**src/rtl/ps2_rx_ctrl.sv**
```systemverilog
// PS/2 keyboard receive controller: pin synchronisers, ps2_clk glitch filter, and frame FSM.
// Optional macro PS2_TIMEOUT_EN adds an inter-edge timeout that aborts stalled frames.
module ps2_rx_ctrl #(
  parameter int FILTER_LEN  = 8,
  parameter int TIMEOUT_CYC = 100000
) (
  input  logic       clk,
  input  logic       rst,
  input  logic       ps2_clk,
  input  logic       ps2_data,
  input  logic       rx_en,
  output logic [7:0] dato,
  output logic       load,
  output logic       frame_err,
  output logic       busy
);

  typedef enum logic [1:0] {IDLE, DATA, PARITY, STOP} state_t;

  logic                  clk_s1_q, clk_s2_q, dat_s1_q, dat_s2_q;
  logic [FILTER_LEN-1:0] filt_q;
  logic                  fclk_q;
  logic                  fall;
  logic                  to_hit;

  state_t     state_q, state_d;
  logic [2:0] cnt_q, cnt_d;
  logic [7:0] sh_q, sh_d;
  logic [7:0] dato_q, dato_d;
  logic       par_q, par_d;
  logic       load_q, load_d;
  logic       err_q, err_d;

  // Presetting to 1 models an idle-high line so reset release never looks like an edge.
  always_ff @(posedge clk or posedge rst) begin
    if (rst) begin
      clk_s1_q <= 1'b1;
      clk_s2_q <= 1'b1;
      dat_s1_q <= 1'b1;
      dat_s2_q <= 1'b1;
      filt_q   <= '1;
      fclk_q   <= 1'b1;
    end else begin
      clk_s1_q <= ps2_clk;
      clk_s2_q <= clk_s1_q;
      dat_s1_q <= ps2_data;
      dat_s2_q <= dat_s1_q;
      filt_q   <= {filt_q[FILTER_LEN-2:0], clk_s2_q};
      if (&filt_q)
        fclk_q <= 1'b1;
      else if (~|filt_q)
        fclk_q <= 1'b0;
    end
  end

  assign fall = fclk_q & ~|filt_q;

`ifdef PS2_TIMEOUT_EN
  localparam int TW = $clog2(TIMEOUT_CYC + 1);
  logic [TW-1:0] to_q;

  always_ff @(posedge clk or posedge rst) begin
    if (rst)
      to_q <= '0;
    else if (fall || state_q == IDLE)
      to_q <= '0;
    else if (!to_hit)
      to_q <= to_q + 1'b1;
  end

  assign to_hit = (to_q == TW'(TIMEOUT_CYC - 1));
`else
  assign to_hit = 1'b0;
`endif

  always_ff @(posedge clk or posedge rst) begin
    if (rst) begin
      state_q <= IDLE;
      cnt_q   <= 3'd0;
      sh_q    <= 8'h00;
      dato_q  <= 8'h00;
      par_q   <= 1'b0;
      load_q  <= 1'b0;
      err_q   <= 1'b0;
    end else begin
      state_q <= state_d;
      cnt_q   <= cnt_d;
      sh_q    <= sh_d;
      dato_q  <= dato_d;
      par_q   <= par_d;
      load_q  <= load_d;
      err_q   <= err_d;
    end
  end

  always_comb begin
    state_d = state_q;
    cnt_d   = cnt_q;
    sh_d    = sh_q;
    dato_d  = dato_q;
    par_d   = par_q;
    load_d  = 1'b0;
    err_d   = 1'b0;
    if (fall) begin
      case (state_q)
        IDLE: begin
          if (rx_en && !dat_s2_q) begin
            state_d = DATA;
            cnt_d   = 3'd0;
          end
        end
        DATA: begin
          sh_d  = {dat_s2_q, sh_q[7:1]};
          cnt_d = cnt_q + 3'd1;
          if (cnt_q == 3'd7)
            state_d = PARITY;
        end
        PARITY: begin
          par_d   = dat_s2_q;
          state_d = STOP;
        end
        default: begin
          // Odd parity over data plus parity bit, and a high stop bit.
          if ((^sh_q ^ par_q) && dat_s2_q) begin
            dato_d = sh_q;
            load_d = 1'b1;
          end else begin
            err_d = 1'b1;
          end
          state_d = IDLE;
        end
      endcase
    end else if (to_hit && state_q != IDLE) begin
      state_d = IDLE;
      err_d   = 1'b1;
    end
  end

  assign dato      = dato_q;
  assign load      = load_q;
  assign frame_err = err_q;
  assign busy      = (state_q != IDLE);

endmodule

```
**config.mk**
```make
export PLATFORM = sky130hd
export DESIGN_NAME = ps2_rx_ctrl
export DESIGN_NICKNAME = d
export VERILOG_FILES = /design/src/rtl/ps2_rx_ctrl.sv
export SDC_FILE = /design/constraint.sdc
export NUM_CORES = 1
export LEC_CHECK = 0
export CAP_MARGIN = 25
export CORE_ASPECT_RATIO = 1.25
export CORE_MARGIN = 3
export CORE_UTILIZATION = 52
export CTS_CLUSTER_SIZE = 25
export DETAILED_ROUTE_END_ITERATION = 16
export PLACE_DENSITY = 0.74
export SYNTH_ARGS = -nofsm -noshare
export SYNTH_HDL_FRONTEND = slang
export SYNTH_SLANG_ARGS = --single-unit
```
**constraint.sdc**
```tcl
create_clock -name clk -period 3.99 [get_ports clk]
set_input_delay 0.798 -clock clk [delete_from_list [all_inputs] [get_ports clk]]
set_output_delay 0.798 -clock clk [all_outputs]
set_load 0.005 [all_outputs]
```
==> tab_implementation.tex <==
\begin{tabular}{lr}
\hline
Metric & Value \\
\hline
\multicolumn{2}{l}{\textbf{Run status}} \\
Result of the run & finished, final reports clean \\
\multicolumn{2}{l}{\textbf{Cells and area}} \\
Fraction of layout cells with a size suffix above 1 & 0.3083 \\
Layout net count & 143 \\
Final standard cell area without fillers & about 1800 sq um \\
Post-route insts no fill & 167 \\
Number of antenna diodes & 0 \\
FILL cells & about 200 \\
Synth-to-Final Area Change & 21.39\% \\
\multicolumn{2}{l}{\textbf{Synth}} \\
Synth unique cells & 23 \\
Portion of the post-synthesis area used by sequential elements & 0.6291 \\
Synthesized netlist net count & 120 \\
Netlist Area Pre-Place & 1498 sq um \\
Top cell type's share of synthesized area & 0.4010 \\
Instance count of the mapped netlist & roughly 110 \\
\#FFs+latches synth & 37 \\
Synthesized area divided by synthesized cell count & 13.74 sq um \\
Warning count from the yosys run & 0 \\
Largest cells by area after synthesis & dfrtp\_1 40\%, dfstp\_2 23\%, mux2\_2 12\% \\
Yosys top cell by area & dfrtp\_1 \\
\multicolumn{2}{l}{\textbf{Timing}} \\
Finish-stage setup viols & 0 \\
Setup Total Neg Slack & 0 ns \\
Tmin final & 2.426 ns \\
Worst Slack Setup Final & approximately 1.6 ns \\
Final number of hold-violating endpoints & 0 \\
RSZ-0062 raised after global routing & false \\
Final Skew & 0.01165 ns \\
Headroom to the max-slew limit & 0.7197 \\
Maximum operating frequency & $\sim$0.41 GHz \\
Period Utilization, post-route & 0.6081 \\
Final Slew Violations & 0 \\
Actual slew at the worst max-slew pin & 0.4167 ns \\
\multicolumn{2}{l}{\textbf{Global routing}} \\
Vias in the first global route & around 890 \\
Overflow left after global routing & 0 \\
Total global-route track usage & 0.1497 \\
Antenna violations before repair & 0 \\
Maximum number of pins on one net before global-route repair & 29 \\
Wire length of the first global-routing pass & 3774 um \\
\multicolumn{2}{l}{\textbf{Routing}} \\
Routed vias & 857 \\
Antenna Violating Nets Remaining & 0 \\
Starting DRT DRC Count & 13 \\
DR DRC count & 0 \\
Router iterations before antenna repair & 4 \\
Routed len/inst & 13.05 um \\
Post-Route WL & 2179 um \\
Via density per instance & 5.132 \\
\multicolumn{2}{l}{\textbf{Die}} \\
Die Outline Area & 3564 sq um \\
IO Count & 16 \\
Standard-cell row count & 21 \\
Core ar. & 2706 sq um \\
DIE WIDTH & 54 um \\
Height of the chip & between 60 and 70 um \\
Effective utilization at floorplan & 0.5534 \\
\multicolumn{2}{l}{\textbf{Critical path}} \\
Cell chain of the critical path & inv\_1 > ha\_1 > inv\_1 > clkdlybuf4s50\_1 \\
Critical setup path kind & reg2out \\
Worst-case reg-to-reg path depth & 5 \\
Register-to-Register Setup Slack & 1.85 ns \\
Critical path's top delay family & buffers and inverters \\
Maximum fanout along the worst path & 4 \\
End of the worst register-to-register path & dato[0] \\
Dominant cell type by count on the critical path & inv\_1 \\
Arrival time of the worst setup path & between 1.5 and 2 ns \\
Critical Path Start Type & flop \\
Slowest stage cell, crit path & clkdlybuf4s50\_1 \\
Worst flop-to-flop path startpoint & filt\_q[1] \\
CP Data Required Time & roughly 3.2 ns \\
Worst path buffer plus inverter count & 3 \\
Category of the worst setup path capture point & output port \\
Worst path max stage delay & 0.49 ns \\
\multicolumn{2}{l}{\textbf{Clocking}} \\
CTS root buf & clkbuf\_4 \\
Post-cts sizing count & 0 \\
Buffer levels on the longest clock path & 2 \\
Clk sinks & 37 \\
Clock tree from TritonCTS & built \\
Number of buffers created by CTS & 5 \\
Count of hold-fix buffers inserted at cts & 0 \\
Post CTS Setup Buffer Count & 0 \\
CTS H-Tree Depth & 2 \\
Clock-pin slew on the worst setup and hold paths & approximately 0.11 ns \\
Clock insertion delay at the later pin of the skew report & 0.35 ns \\
\multicolumn{2}{l}{\textbf{Placement}} \\
Final HPWL DP & 1566 um \\
Worst setup slack after placement & 1.786 ns \\
Routability cong. & 0.7310 \\
Port Buf Inserts & 15 \\
Placed cells & about 160 \\
Placed Area & between 1500 and 2000 sq um \\
\multicolumn{2}{l}{\textbf{Pwr}} \\
Static Leak & 0.8624 nW \\
Max IR drop VDD & 271.0 uV \\
Power density over the cells & 385.0 nW/um\^{}2 \\
\multicolumn{2}{l}{\textbf{Worst hold path}} \\
Hold worst-path end & dat\_s2\_q \\
Cell depth of the worst hold path & 0 \\
Tightest Hold Check Type & reg2reg \\
Hold path start & dat\_s1\_q \\
\multicolumn{2}{l}{\textbf{Job}} \\
Maximum Capacitance Violations & 0 \\
\hline
\end{tabular}
[cell usage after synthesis]
| master | instances |
|---|---|
| nand2b_1 | 1 |
| and3_1 | 1 |
| o211ai_1 | 1 |
| nor3_1 | 1 |
| inv_1 | 7 |
| buf_2 | 1 |
| o21bai_1 | 1 |
| xnor3_1 | 1 |
| mux2_2 | 16 |
| xnor2_2 | 1 |
| xor2_1 | 2 |
| nand2_1 | 11 |
| nor3_4 | 1 |
| nor4_1 | 2 |
| a21o_1 | 1 |
| nand3_1 | 3 |
| dfrtp_1 | 24 |
| o21ai_0 | 7 |
| nor2_1 | 2 |
| dfstp_2 | 13 |
| nand4_1 | 3 |
| ha_1 | 6 |
| xnor2_1 | 3 |
[how the worst max path moves through the flow]
stage | startpoint | to | slack, ns | cells after the start
2_1_floorplan | sh_q[5] | dato[0] | 2.04 | 5
6_report | state_q[0] | busy | 1.56 | 4
3_5_place_dp | rst | filt_q[3] | 1.79 | 3
5_1_grt | state_q[0] | busy | 1.46 | 4
3_3_place_gp | rst | filt_q[4] | 1.79 | 3
4_1_cts | state_q[0] | busy | 1.54 | 4
[kinds of logic after synthesis]
family	after synthesis	synth area share
compound gates	10	0.03843
xor+xnor	7	0.05515
fa+ha+maj	6	0.05012
buf+inv	8	0.02089
flops	37	0.6291
mux	16	0.1203
simple gates	25	0.08605
[where the power goes]
group	switching, mW	total, mW	leakage, nW	internal (mW)
combinational	0.0103	0.0188	0.337	0.00844
sequential	0.00496	0.393	0.472	0.388
clock	0.119	0.288	0.0534	0.169
total	0.135	0.700	0.862	0.565
[worst reg2reg max path, stage by stage (launching register included)]
cell,delay (ns)
dfstp_2,0.39
nor4_1,0.42
and3_1,0.35
nand2_1,0.12
nor3_4,0.35
mux2_2,0.39
[layout by cell type, fill, tap and decap left out]
master           Yosys  routed
nand2_1             11      11
nand4_1              3       3
xor2_1               2       2
nor4_1               2       2
buf_16               0       1
and3_1               1       1
nand3_1              3       3
nand2b_1             1       1
bufinv_16            0       1
nor2_1               2       2
nor3_4               1       1
o21bai_1             1       1
nor3_1               1       1
clkbuf_4             0       5
a21o_1               1       1
o21ai_0              7       7
ha_1                 6       6
clkinv_2             0       1
o211ai_1             1       1
clkdlybuf4s50_1      0      15
clkbuf_16            0       1
xnor2_2              1       1
dfrtp_1             24      24
buf_4                0       1
xnor3_1              1       1
dfstp_2             13      13
inv_1                7       7
xnor2_1              3       3
mux2_2              16      16
[layer usage]
metal / vias up / track usage / part of all wire
met1: 411 / 0.1712 / 0.44
li1: 422 / - / -
met4: 0 / 0.1028 / 0.027
met2: 17 / 0.2409 / 0.48
met5: - / 0 / 0
met3: 7 / 0.03386 / 0.049
[metrics by stage]
stage          power, mW  utilization  hold slack (ns)
3_5_place_dp      0.4160       0.6255           0.3468
6_report          0.7000       0.6718           0.3623
3_3_place_gp      0.4152       0.6255           0.3479
5_1_grt           0.7299       0.6718           0.3726
4_1_cts           0.7039       0.6616           0.3630
2_1_floorplan     0.4072            -           0.3452
[registers in the layout (all words and copies together) (netlist names)]
register / count
state_q: 2
clk_s1_q: 1
clk_s2_q: 1
dato: 8
sh_q: 8
dat_s1_q: 1
filt_q: 8
load: 1
frame_err: 1
cnt_q: 3
fclk_q: 1
dat_s2_q: 1
par_q: 1
[area by class of cell]
cell class | count | area, sq um | share of cell area
flip-flops and latches | 37 | 942.2 | 0.5182
multi-input cells | 64 | 524.3 | 0.2884
repair buffers | 17 | 185.2 | 0.1019
clock buffers | 6 | 62.56 | 0.03441
well taps | 34 | 42.54 | 0.02340
clock inverters | 2 | 35.03 | 0.01927
inverters | 7 | 26.28 | 0.01445
Power figures use the tool's default switching activity.
